==> config.mk <==
export PLATFORM = sky130hd
export DESIGN_NAME = grey_conv
export DESIGN_NICKNAME = d
export VERILOG_FILES = /design/src/rtl/grey_conv_pkg.sv /design/src/rtl/grey_mac.sv /design/src/rtl/grey_conv.sv
export SDC_FILE = /design/constraint.sdc
export NUM_CORES = 1
export LEC_CHECK = 0
export CAP_MARGIN = 5
export CORE_UTILIZATION = 55
export DETAILED_ROUTE_END_ITERATION = 10
export PLACE_DENSITY_LB_ADDON = 0.08
export SLEW_MARGIN = 20
export SYNTH_ARGS = -nofsm -noshare
export SYNTH_HDL_FRONTEND = slang
export SYNTH_SLANG_ARGS = --single-unit
==> constraint.sdc <==
create_clock -name clk_i -period 11.8 [get_ports clk_i]
set_input_delay 1.77 -clock clk_i [delete_from_list [all_inputs] [get_ports clk_i]]
set_output_delay 1.77 -clock clk_i [all_outputs]
set_load 0.01 [all_outputs]
==> src/rtl/grey_conv_pkg.sv <==
// -----------------------------------------------------------------------------
// grey_conv_pkg
// Shared types and constants for the grey_conv colour-to-greyscale stage:
//   - mode_e       : conversion mode encoding (bypass, BT.601 luma, average,
//                    reserved; reserved behaves as bypass)
//   - COEF_*       : Q8 weights for luma (77/150/29) and average (85)
//   - ROUND        : half-LSB added before the >>8 truncation
//   - LAT          : end-to-end pipeline depth in pixel clocks
//   - DATA_W/COEF_W: per-channel pixel width and coefficient width
// -----------------------------------------------------------------------------
package grey_conv_pkg;

  typedef enum logic [1:0] {
    MODE_BYPASS = 2'd0,
    MODE_LUMA   = 2'd1,
    MODE_AVG    = 2'd2,
    MODE_RSVD   = 2'd3
  } mode_e;

  localparam int DATA_W   = 8;
  localparam int COEF_W   = 8;

  localparam int COEF_R   = 77;
  localparam int COEF_G   = 150;
  localparam int COEF_B   = 29;
  localparam int COEF_AVG = 85;
  localparam int ROUND    = 128;

  localparam int LAT      = 3;

endpackage

==> src/rtl/grey_mac.sv <==
// -----------------------------------------------------------------------------
// grey_mac
// Weighted-sum datapath for grey_conv (pipeline stages 1 and 2).
// Stage 1 registers the pixel; the 8x8 products and the channel sum are formed
// from the registered pixel. Stage 2 registers the rounded luma and average
// accumulators together with the original pixel. Latency: 2 clocks.
// Ports:
//   clk    in   pixel clock
//   rst_n  in   asynchronous active-low reset
//   rgb    in   pixel {R, G, B}
//   luma   out  77R + 150G + 29B + 128   (registered, stage 2)
//   avg    out  85(R + G + B) + 128      (registered, stage 2)
//   rgb_d  out  input pixel delayed by 2 clocks
// -----------------------------------------------------------------------------
module grey_mac
  import grey_conv_pkg::*;
#(
  parameter int DATA_W = grey_conv_pkg::DATA_W,
  parameter int COEF_W = grey_conv_pkg::COEF_W
) (
  input  logic                       clk,
  input  logic                       rst_n,
  input  logic [3*DATA_W-1:0]        rgb,
  output logic [DATA_W+COEF_W-1:0]   luma,
  output logic [DATA_W+COEF_W-1:0]   avg,
  output logic [3*DATA_W-1:0]        rgb_d
);

  localparam int ACC_W = DATA_W + COEF_W;
  localparam int SUM_W = DATA_W + 2;

  localparam logic [ACC_W-1:0] K_R   = ACC_W'(COEF_R);
  localparam logic [ACC_W-1:0] K_G   = ACC_W'(COEF_G);
  localparam logic [ACC_W-1:0] K_B   = ACC_W'(COEF_B);
  localparam logic [ACC_W-1:0] K_AVG = ACC_W'(COEF_AVG);
  localparam logic [ACC_W-1:0] K_RND = ACC_W'(ROUND);

  // Worst cases (65408 luma, 65153 average) stay below 2^16, so the
  // rounding add never wraps.
  function automatic logic [ACC_W-1:0] add_round(input logic [ACC_W-1:0] acc);
    return acc + K_RND;
  endfunction

  logic [3*DATA_W-1:0] rgb_p0;
  logic [DATA_W-1:0]   r_p0, g_p0, b_p0;
  logic [ACC_W-1:0]    prod_r, prod_g, prod_b, prod_avg;
  logic [SUM_W-1:0]    sum3;
  logic [ACC_W-1:0]    luma_p1, avg_p1;
  logic [3*DATA_W-1:0] rgb_p1;

  assign r_p0 = rgb_p0[3*DATA_W-1 -: DATA_W];
  assign g_p0 = rgb_p0[2*DATA_W-1 -: DATA_W];
  assign b_p0 = rgb_p0[DATA_W-1:0];

  assign prod_r   = ACC_W'(r_p0) * K_R;
  assign prod_g   = ACC_W'(g_p0) * K_G;
  assign prod_b   = ACC_W'(b_p0) * K_B;
  assign sum3     = SUM_W'(r_p0) + SUM_W'(g_p0) + SUM_W'(b_p0);
  assign prod_avg = ACC_W'(sum3) * K_AVG;

  // ---- Stage 1: register pixel ----
  always_ff @(posedge clk or negedge rst_n) begin
    if (!rst_n) begin
      rgb_p0 <= '0;
    end else begin
      rgb_p0 <= rgb;
    end
  end

  // ---- Stage 2: rounded accumulators, pixel carried alongside ----
  always_ff @(posedge clk or negedge rst_n) begin
    if (!rst_n) begin
      luma_p1 <= '0;
      avg_p1  <= '0;
      rgb_p1  <= '0;
    end else begin
      luma_p1 <= add_round(prod_r + prod_g + prod_b);
      avg_p1  <= add_round(prod_avg);
      rgb_p1  <= rgb_p0;
    end
  end

  assign luma  = luma_p1;
  assign avg   = avg_p1;
  assign rgb_d = rgb_p1;

endmodule

==> src/rtl/grey_conv.sv <==
// -----------------------------------------------------------------------------
// grey_conv
// Colour-to-greyscale pixel stage ahead of the TMDS encoder. Fixed 3-clock
// latency for pixel and timing; one pixel per clock, no backpressure.
// The requested mode is sampled only on the active edge of vsync_i, so a
// frame never mixes modes. The pixel coinciding with that edge still uses
// the previous mode.
// Build option: GREY_CONV_SPLIT_EN -- pixels at x >= H_ACTIVE/2 in a line are
// passed through in colour (split-screen compare); default build converts the
// whole active area.
// Ports:
//   clk_i    in   pixel clock
//   rst_n_i  in   asynchronous active-low reset
//   de_i     in   data enable
//   hsync_i  in   horizontal sync
//   vsync_i  in   vertical sync (active level VSYNC_POL)
//   rgb_i    in   pixel {R[23:16], G[15:8], B[7:0]}
//   mode_i   in   requested mode (0 bypass, 1 luma, 2 average, 3 bypass)
//   de_o     out  de_i delayed 3 clocks
//   hsync_o  out  hsync_i delayed 3 clocks
//   vsync_o  out  vsync_i delayed 3 clocks
//   rgb_o    out  converted pixel, zero while de_o is low
//   mode_o   out  mode currently in effect
// -----------------------------------------------------------------------------
module grey_conv
  import grey_conv_pkg::*;
#(
  parameter logic VSYNC_POL = 1'b1,
  parameter int   H_ACTIVE  = 1280
) (
  input  logic        clk_i,
  input  logic        rst_n_i,
  input  logic        de_i,
  input  logic        hsync_i,
  input  logic        vsync_i,
  input  logic [23:0] rgb_i,
  input  logic [1:0]  mode_i,
  output logic        de_o,
  output logic        hsync_o,
  output logic        vsync_o,
  output logic [23:0] rgb_o,
  output logic [1:0]  mode_o
);

  localparam logic [11:0] HALF = 12'(H_ACTIVE / 2);

  function automatic logic [23:0] grey_pix(input logic [15:0] acc);
    return {3{acc[15:8]}};
  endfunction

  mode_e          mode_q, mode_p0, mode_p1;
  logic           vs_edge;
  logic           vld_p0, vld_p1, vld_p2;
  logic [LAT-1:0] hs_dly, vs_dly;
  logic           split_byp, byp_p0, byp_p1;
  logic [15:0]    luma_p1, avg_p1;
  logic [23:0]    rgb_p1, rgb_sel;

  // vs_dly[0] doubles as the registered copy of vsync_i for edge detection.
  assign vs_edge = (vsync_i == VSYNC_POL) && (vs_dly[0] != VSYNC_POL);

  always_ff @(posedge clk_i or negedge rst_n_i) begin
    if (!rst_n_i) begin
      mode_q <= MODE_BYPASS;
    end else if (vs_edge) begin
      mode_q <= mode_e'(mode_i);
    end
  end

`ifdef GREY_CONV_SPLIT_EN
  logic [11:0] x_cnt;

  // x_cnt holds the index of the current pixel within its line.
  always_ff @(posedge clk_i or negedge rst_n_i) begin
    if (!rst_n_i) begin
      x_cnt <= '0;
    end else if (!de_i) begin
      x_cnt <= '0;
    end else if (x_cnt != 12'hFFF) begin
      x_cnt <= x_cnt + 12'd1;
    end
  end

  assign split_byp = (x_cnt >= HALF);
`else
  logic unused_half;

  assign unused_half = ^HALF;
  assign split_byp   = 1'b0;
`endif

  grey_mac u_mac (
    .clk   (clk_i),
    .rst_n (rst_n_i),
    .rgb   (rgb_i),
    .luma  (luma_p1),
    .avg   (avg_p1),
    .rgb_d (rgb_p1)
  );

  // ---- Stage 1/2: control travelling with the pixel ----
  always_ff @(posedge clk_i or negedge rst_n_i) begin
    if (!rst_n_i) begin
      vld_p0  <= 1'b0;
      vld_p1  <= 1'b0;
      mode_p0 <= MODE_BYPASS;
      mode_p1 <= MODE_BYPASS;
      byp_p0  <= 1'b0;
      byp_p1  <= 1'b0;
      hs_dly  <= '0;
      vs_dly  <= {LAT{~VSYNC_POL}};
    end else begin
      vld_p0  <= de_i;
      vld_p1  <= vld_p0;
      mode_p0 <= mode_q;
      mode_p1 <= mode_p0;
      byp_p0  <= split_byp;
      byp_p1  <= byp_p0;
      hs_dly  <= {hs_dly[LAT-2:0], hsync_i};
      vs_dly  <= {vs_dly[LAT-2:0], vsync_i};
    end
  end

  always_comb begin
    rgb_sel = rgb_p1;
    if (!byp_p1) begin
      case (mode_p1)
        MODE_LUMA: rgb_sel = grey_pix(luma_p1);
        MODE_AVG:  rgb_sel = grey_pix(avg_p1);
        default:   rgb_sel = rgb_p1;
      endcase
    end
    if (!vld_p1) begin
      rgb_sel = '0;
    end
  end

  // ---- Stage 3: output select ----
  always_ff @(posedge clk_i or negedge rst_n_i) begin
    if (!rst_n_i) begin
      rgb_o  <= '0;
      vld_p2 <= 1'b0;
    end else begin
      rgb_o  <= rgb_sel;
      vld_p2 <= vld_p1;
    end
  end

  assign de_o    = vld_p2;
  assign hsync_o = hs_dly[LAT-1];
  assign vsync_o = vs_dly[LAT-1];
  assign mode_o  = mode_q;

endmodule

Word-level counts from Yosys, hierarchy flattened
Index checks and enable logic that the tools add are counted.

Equal/unequal tests: 2. Reductions and logical operators: 1. Add/sub/neg operators: 6. Bitwise logic cells: 1. Multipliers: 4. Muxes and demuxes: 2.

Operators with widths (number): 24-bit one-hot mux with 2 select lines (1); 16-bit by 8-bit adder with 16-bit output, second input constant (2); 8-bit by 7-bit multiplier with 15-bit output, second input constant (2); 24-bit 2-to-1 mux (1); 15-bit by 16-bit adder with 16-bit output (1); 16-bit by 13-bit adder with 16-bit output (1); 10-bit by 7-bit multiplier with 16-bit output, second input constant (1); 8-bit by 5-bit multiplier with 13-bit output, second input constant (1); 10-bit by 8-bit adder with 10-bit output (1); 8-bit by 8-bit adder with 9-bit output (1); 2-bit by 1-bit == test with 1-bit output, second input constant (1); 2-bit == test, second input constant (1); 1-bit logical AND (1); 1-bit inverter (1).

Flip-flop bits (word level): 119. Input bits: 31.

Depth between registers and ports, before layout
Gate-level depths: netlist of the first run.

Word-level depth: 4. Gate-level depth with buffers: 26.

By module
From an unflattened synthesis of the first run, not the netlist that was laid out.

Cells, all modules: 731. Area total of the unflattened synthesis: 8833.5 µm².

Modules (own cells, without submodules): grey_mac (instances 1, cells an instance 622, area each 7136.8 µm², sequential area each 2001.9 µm²); grey_conv (instances 1, cells an instance 109, area each 1696.6 µm², sequential area each 975.9 µm²).

Least setup slack after synthesis of the first run
Ideal clock, no wire load.

Kind: register -> register. Start point: reg u_mac.rgb_p0[12]. End point: reg u_mac.luma_p1[15], in the netlist u_mac.luma[15]. Slack: 5.473 ns. Arrival: 6.247 ns. Stages on the path, launching flop included: 24. Setup time: 0.080 ns. Cell sequence: dfrtp_1 -> ha_1 -> ha_1 -> inv_1 -> fa_1 -> fa_1 -> inv_1 -> ha_1 -> xnor2_1 -> fa_1 -> fa_1 -> inv_1 -> fa_1 -> inv_1 -> fa_1 -> ha_1 -> ha_1 -> o211a_1 -> a211oi_1 -> a311oi_1 -> o21ai_0 -> a21oi_1 -> a21oi_1 -> xnor2_1.

Cells in the longest elaborated chain, start to end: 4.

RTL lines: start, declared (RTL line grey_mac.sv:44) `logic [3*DATA_W-1:0] rgb_p0;`; start signal, assigned (RTL line grey_mac.sv:66) `rgb_p0 <= rgb;`; 8-bit by 7-bit multiplier with 15-bit output (RTL line grey_mac.sv:56) `assign prod_g = ACC_W'(g_p0) * K_G;`; 15-bit by 16-bit adder with 16-bit output (RTL line grey_mac.sv:77) `luma_p1 <= add_round(prod_r + prod_g + prod_b);`; 16-bit by 13-bit adder with 16-bit output (RTL line grey_mac.sv:77); 16-bit by 8-bit adder with 16-bit output (RTL line grey_mac.sv:41) `return acc + K_RND;`; end signal, assigned (RTL line grey_mac.sv:77); end, declared (RTL line grey_mac.sv:48) `logic [ACC_W-1:0] luma_p1, avg_p1;`.

No other way between the ends. A chain may end at the register's enable or synchronous reset.

Worst setup path in the final report of the first run
Same ends and word-level chain as after synthesis.

==> results.md, run 1 <==
* Worst Setup Start Kind: flop
* Total CTS buffers at 9
* Net count after synthesis at 953
* RR Endpoint: u_mac.luma[15]
* RR Startpoint: u_mac.rgb_p0[12]
* Vias post-DR at 4933
* WL final at 15600 um
* Synthesized flop and latch total at 103
* Post-synth EDFFs at 0
* Area grow syn2layout at 14.0%
* Critical path's top delay family: adder cells
* CTS tree: yes
* Share of cells above drive strength 1 at 0.0324
* Routed len/inst at 16.4 um
* Ordered cell list for the critical path: ha_1, ha_1, inv_1, fa_1, fa_1, inv_1, ha_1, xnor2_1, fa_1, fa_1, inv_1, fa_1, inv_1, fa_1, ha_1, ha_1, o211a_1, a211oi_1, a311oi_1, o21ai_0, a21oi_1, a21oi_1, xnor2_1
* Ys async rst share at 1.00
* Mean Syn Cell Area at between 10 and 15 um2
* Final hold violations at 0
* CP Depth at 23
* Netlist cell types at 38
* Cts hold-fix bufs at 0
* Min-delay worst type: reg2reg
* Port Buffers at 59
* Status: finished, final reports clean
* Least-Margin Pin Slew at 923 ps
* # H-tree levels at 3
* Critical Path Sink Type: flop
* Unrepaired setup endpoints after global routing: false
* Clock skew at approximately 9.8 ps
* DRC at 0
* Synthesized area at 7830 um2
* Reg clk slew, reported paths at ~70 ps
* Die ar. at about 15000 um2
* Die Height at 121 um
* Initial drt markers at 230
* Max cap viols at 0
* Final HPWL DP at 12700 um
* Fin util at 0.643
* Setup TNS at 0 ps
* Final period util at 0.576
* Syn. warnings at 0
* Avg Vias per Cell at between 5 and 6
* Slew headroom at 0.385
* Buffers from clock root to sink, at most at 2
* Nets at 1018
* Number of placed I/O pins at 60
* Design area at 8920 um2
* Final setup vio count at 0
* Initial Util at 0.564
* Core area at 13900 um2
* Global route overflow at 0
* GRT Util Overall at 0.242
* Capture point of the worst path: u_mac.luma[15]
* Placed inst area at 8620 um2
* Hold Crit Depth at 0
* Worst Reg-to-Reg Cells at 23
* Worst setup path startpoint: u_mac.rgb_p0[12]
* WP buf/inv at 4
* R2r setup slk at 5000 ps
* Critical Path AT at 7030 ps
* Worst path required time at 12030 ps
* Top FF cell, synth: dfrtp_1
* WS Path Type: reg2reg
* Clock sinks at 103
* Slowest cell on the critical path: fa_1
* Site row count at between 40 and 50
* Gate Count Post-Synth at roughly 700
* Post-CTS setup repair buffer count at 0
* First-pass GRT wire length at 26400 um
* Pre-antenna DRT Iters at 4
* Final RePlAce weighted congestion at just under 0.9
* Slowest stage delay, CP at 510 ps
* Critical path's most frequent cell: fa_1
* Routed Antenna Nets at 0
* Worst-Skew Late Latency at about 360 ps
* Number of global-route vias before repair at 5231
* Peak Freq at 147 MHz
* Max-slew violation count at 0
* Post_cts resized at 0
* Largest net degree at the start of global routing at 63
* Ant. Diodes at 0
* Initial antenna violation count at 0
* Register area share after synthesis at 0.329
* Root Buffer Master: clkbuf_16
* Die width at about 120 um
* CP max FO at 6
* Crit path time final at 6800 ps
==> worst min-delay path by stage <==
stage                     startpoint   endpoint  slack [ps]
after global routing          vld_p0     vld_p1         360
after floorplan            hs_dly[0]  hs_dly[1]         330
after global placement     vs_dly[1]  vs_dly[2]         340
after CTS                     vld_p0     vld_p1         360
after detailed placement   vs_dly[1]  vs_dly[2]         340
final                         vld_p0     vld_p1         360
==> worst register-to-register path, delay by kind of cell (launching register included) <==
kind	cells	cell delay (ps)
DFF	1	460
buffers and inverters	4	190
AOI/OAI and AO/OA	6	1170
adders and majority gates	11	4510
xor gates and xnor gates	2	340
==> through the flow <==
stage | instances | setup slack, ps | hold WS (ps)
2_1_floorplan | 701 | 5470 | 331
3_3_place_gp | 935 | 5210 | 335
3_5_place_dp | 935 | 5060 | 339
4_1_cts | 951 | 5010 | 357
5_1_grt | 951 | 4640 | 361
6_report | 951 | 5000 | 356
==> cell families (layout without fill, tap and decap cells) <==
kind of cell               Yosys count  count (layout)  share of synthesized area
AOI/OAI and AO/OA                  104             104                     0.0870
and+or+nand+nor                     61              61                     0.0363
adders and majority gates          221             221                      0.418
buffers and inverters              169             239                     0.0811
xor gates and xnor gates            41              41                     0.0459
muxes                                2               2                    0.00288
DFF                                103             103                      0.329
==> cells in the final DEF, fill, tap and decap left out, types with 2 or more instances in the layout <==
| cell type | instances |
|---|---|
| clkdlybuf4s50_1 | 58 |
| nor3_1 | 4 |
| a211oi_1 | 4 |
| o21ai_0 | 15 |
| clkbuf_16 | 9 |
| and4_1 | 2 |
| mux2_2 | 2 |
| xor2_1 | 13 |
| or2_2 | 2 |
| dfrtp_1 | 103 |
| inv_8 | 2 |
| ha_1 | 154 |
| o21bai_1 | 3 |
| inv_1 | 163 |
| nand2b_1 | 5 |
| nand2_1 | 21 |
| a21oi_1 | 47 |
| nor2_1 | 19 |
| o21a_1 | 6 |
| a221o_1 | 8 |
| nor2b_1 | 4 |
| a31oi_1 | 2 |
| xnor2_1 | 28 |
| fa_1 | 67 |
| buf_4 | 2 |
| a21o_1 | 7 |
| a311oi_1 | 2 |
| inv_6 | 2 |
==> synthesized netlist by cell type, types with 2 or more instances <==
library cell / number / area [um2]
inv_1: 163 / 612
ha_1: 154 / 1930
dfrtp_1: 103 / 2580
fa_1: 67 / 1340
a21oi_1: 47 / 235
xnor2_1: 28 / 245
nand2_1: 21 / 78.8
nor2_1: 19 / 71.3
o21ai_0: 15 / 75.1
xor2_1: 13 / 114
a221o_1: 8 / 80.1
a21o_1: 7 / 52.6
clkbuf_1: 6 / 22.5
o21a_1: 6 / 45.0
nand2b_1: 5 / 31.3
a211oi_1: 4 / 30.0
nor2b_1: 4 / 25.0
nor3_1: 4 / 20.0
o21bai_1: 3 / 22.5
a311oi_1: 2 / 17.5
a31oi_1: 2 / 12.5
and4_1: 2 / 17.5
mux2_2: 2 / 22.5
or2_2: 2 / 12.5
==> cell type report <==
class / instances / area, um2
Inverter: 163 / 612
Fill cell: 1110 / 4960
Multi-Input combinational cell: 429 / 4610
Clock buffer: 9 / 225
Clock inverter: 7 / 68.8
Sequential cell: 103 / 2580
Timing Repair Buffer: 60 / 596
Tap cell: 180 / 225
==> flip-flops by register name, indices dropped and copies added (netlist names) <==
name / cells
u_mac.avg: 8
vld_p1: 1
hs_dly: 3
u_mac.rgb_p0: 24
de_o: 1
u_mac.luma: 8
rgb_o: 24
vld_p0: 1
u_mac.rgb_d: 24
mode_o: 2
mode_p1: 2
mode_p0: 2
vs_dly: 3
==> layer usage <==
metal  global-route usage  up-vias  part of all wire
met5                    0        -                 0
met4               0.0764        0             0.020
met3               0.0461       24             0.039
met2                0.385      110              0.46
met1                0.333     2410              0.49
li1                     -     2389                 -
Power of run 1 is not shown: default switching activity piles up to over one toggle a cycle in this logic, so the estimate is an artifact.
==> run 2: changes to the inputs <==
clock period = 6.85 ns   (was 11.8 ns; I/O delays follow)
==> run 2 against run 1 <==
Net effect:
- routed wire length is 1.5% higher
- critical path type unchanged
- critical endpoint is now u_mac.luma[13]
- cell area increased by 0.65%
- cell count increased by 0.74%
- critical path depth did not move
==> results.md, run 2 (synthesis gave the netlist of run 1 again) <==
* Slew headroom at 0.374 (-0.0105)
* Min-Delay Endpoint: mode_p1[1]
* Status: finished, final reports clean
* Global route overflow at 0 (unchanged)
* Core area at 13900 um2 (unchanged)
* Nets at 1025 (+0.69%)
* Routed len/inst at 16.5 um (+0.76%)
* Post-CTS setup repair buffer count at 0 (unchanged)
* Site row count at 43 (unchanged)
* # placed instances at 942 (+0.75%)
* # H-tree levels at 3 (unchanged)
* Ordered cell list for the critical path: ha_1, ha_1, inv_1, fa_1, fa_1, inv_1, ha_1, xnor2_1, fa_1, fa_1, inv_1, fa_1, inv_1, fa_1, ha_1, ha_1, o211a_1, a211oi_2, a311oi_1, o21ai_1, nand2b_1, a21oi_1, xnor2_1
* Worst Reg-to-Reg Cells at 23 (unchanged)
* Avg Vias per Cell at 5.19 (about the same)
* Final HPWL DP at 12900 um (+1.4%)
* Commonest non-fill, non-tap cell in the layout: inv_1
* Share of cells above drive strength 1 at 0.0450 (+0.0126)
* Worst Setup Start Kind: flop
* Peak Freq at 152 MHz (+3.6%)
* Pre-antenna DRT Iters at 4 (unchanged)
* Max cap viols at 0 (unchanged)
* Final RePlAce weighted congestion at 0.844 (-4.2%)
* Placed inst area at 8680 um2 (+0.61%)
* Critical path's most frequent cell: fa_1
* Final hold violations at 0 (unchanged)
* Final period util at 0.958 (+0.382)
* Min-delay worst type: reg2reg
* RR Endpoint: u_mac.luma[13]
* Area grow syn2layout at 14.7%
* CP max FO at 3 (-3)
* Die ar. at 14700 um2 (unchanged)
* Fill cells at 1117 (+0.63%)
* Design area at 8980 um2 (+0.65%)
* CTS tree: yes
* Cts hold-fix bufs at 0 (unchanged)
* Reg clk slew, reported paths at 70 ps (about the same)
* DRC at 0 (unchanged)
* Final cell count without fillers at 958 (+0.74%)
* Ant. Diodes at 0 (unchanged)
* Slowest cell on the critical path: fa_1
* Number of global-route vias before repair at 5240 (+0.17%)
* Initial Util at 0.564 (unchanged)
* Initial antenna violation count at 0 (unchanged)
* R2r setup slk at 290 ps (-4710 ps)
* Crit path time final at 6560 ps (-239 ps)
* WS Path Type: reg2reg
* Vias post-DR at 4970 (+0.75%)
* Buffers from clock root to sink, at most at 2 (unchanged)
* Slowest stage delay, CP at 520 ps (about the same)
* Root Buffer Master: clkbuf_16
* Port Buffers at 59 (unchanged)
* Initial drt markers at 194 (-16%)
* Largest net degree at the start of global routing at 63 (unchanged)
* Total CTS buffers at 9 (unchanged)
* Hold path startpoint: mode_p0[1]
* Worst path required time at 7130 ps (-4900 ps)
* Routed Antenna Nets at 0 (unchanged)
* Final setup margin at 288 ps (-4710 ps)
* Most frequent cells in the layout: inv_1, ha_1, dfrtp_1, fa_1, clkdlybuf4s50_1
* Max-slew violation count at 0 (unchanged)
* Final setup vio count at 0 (unchanged)
* Post_cts resized at 0 (unchanged)
* Hold Crit Depth at 0 (unchanged)
* First-pass GRT wire length at 26200 um (-0.86%)
* Least-Margin Pin Slew at 938 ps (+15.8 ps)
* Die Height at 121 um (unchanged)
* Clock skew at 6.35 ps (-3.43 ps)
* Critical Path Sink Type: flop
* Clock sinks at 103 (unchanged)
* Post-Place Worst Slack at 245 ps (-4810 ps)
* GRT Util Overall at 0.240 (-0.00155)
* RR Startpoint: u_mac.rgb_p0[12]
* Die width at 121 um (unchanged)
* Number of placed I/O pins at 60 (unchanged)
* Critical Path AT at 6840 ps (-190 ps)
* WL final at 15800 um (+1.5%)
* Worst-Skew Late Latency at 360 ps (about the same)
## run 2: how the worst max path moves through the flow
stage                                start             end  slack (ps)  cells after the start
after global placement    u_mac.rgb_p0[13]  u_mac.luma[15]         360                     24
after floorplan           u_mac.rgb_p0[12]  u_mac.luma[15]         520                     23
after global routing      u_mac.rgb_p0[11]  u_mac.luma[13]         -40                     26
after detailed placement  u_mac.rgb_p0[11]  u_mac.luma[15]         240                     24
final                     u_mac.rgb_p0[12]  u_mac.luma[13]         290                     23
after CTS                 u_mac.rgb_p0[11]  u_mac.luma[15]         220                     24
## run 2: worst max-delay path: cells and delay by family (launching register included)
| family | cells | cell delay [ps] |
|---|---|---|
| xor gates and xnor gates | 2 | 360 |
| adders and majority gates | 11 | 4500 |
| DFF | 1 | 390 |
| AOI/OAI and AO/OA | 5 | 920 |
| and+or+nand+nor | 1 | 120 |
| buffers and inverters | 4 | 190 |
## run 2: cell type report
cell class,count,area (um2),area share
timing repair buffer,67,648,0.0722
inverter,163,612,0.0682
multi-input combinational,429,4620,0.515
clock inverter,6,58.8,0.00655
clock buffer,10,229,0.0255
sequential,103,2580,0.287
tap,180,225,0.0251
## run 2: routing by layer
| layer | part of all wire | global-route usage |
|---|---|---|
| met3 | 0.035 | 0.0399 |
| met5 | 0 | 0 |
| met1 | 0.47 | 0.321 |
| met4 | 0.020 | 0.0864 |
| met2 | 0.48 | 0.394 |
## run 2: stage by stage
step	TNS, ps	hold WS, ps	utilization
final	0	352	0.647
after global routing	-75.2	361	0.647
after global placement	0	336	0.625
after CTS	0	350	0.646
after floorplan	0	331	-
after detailed placement	0	335	0.625
Power of run 2 is left out for the same reason.
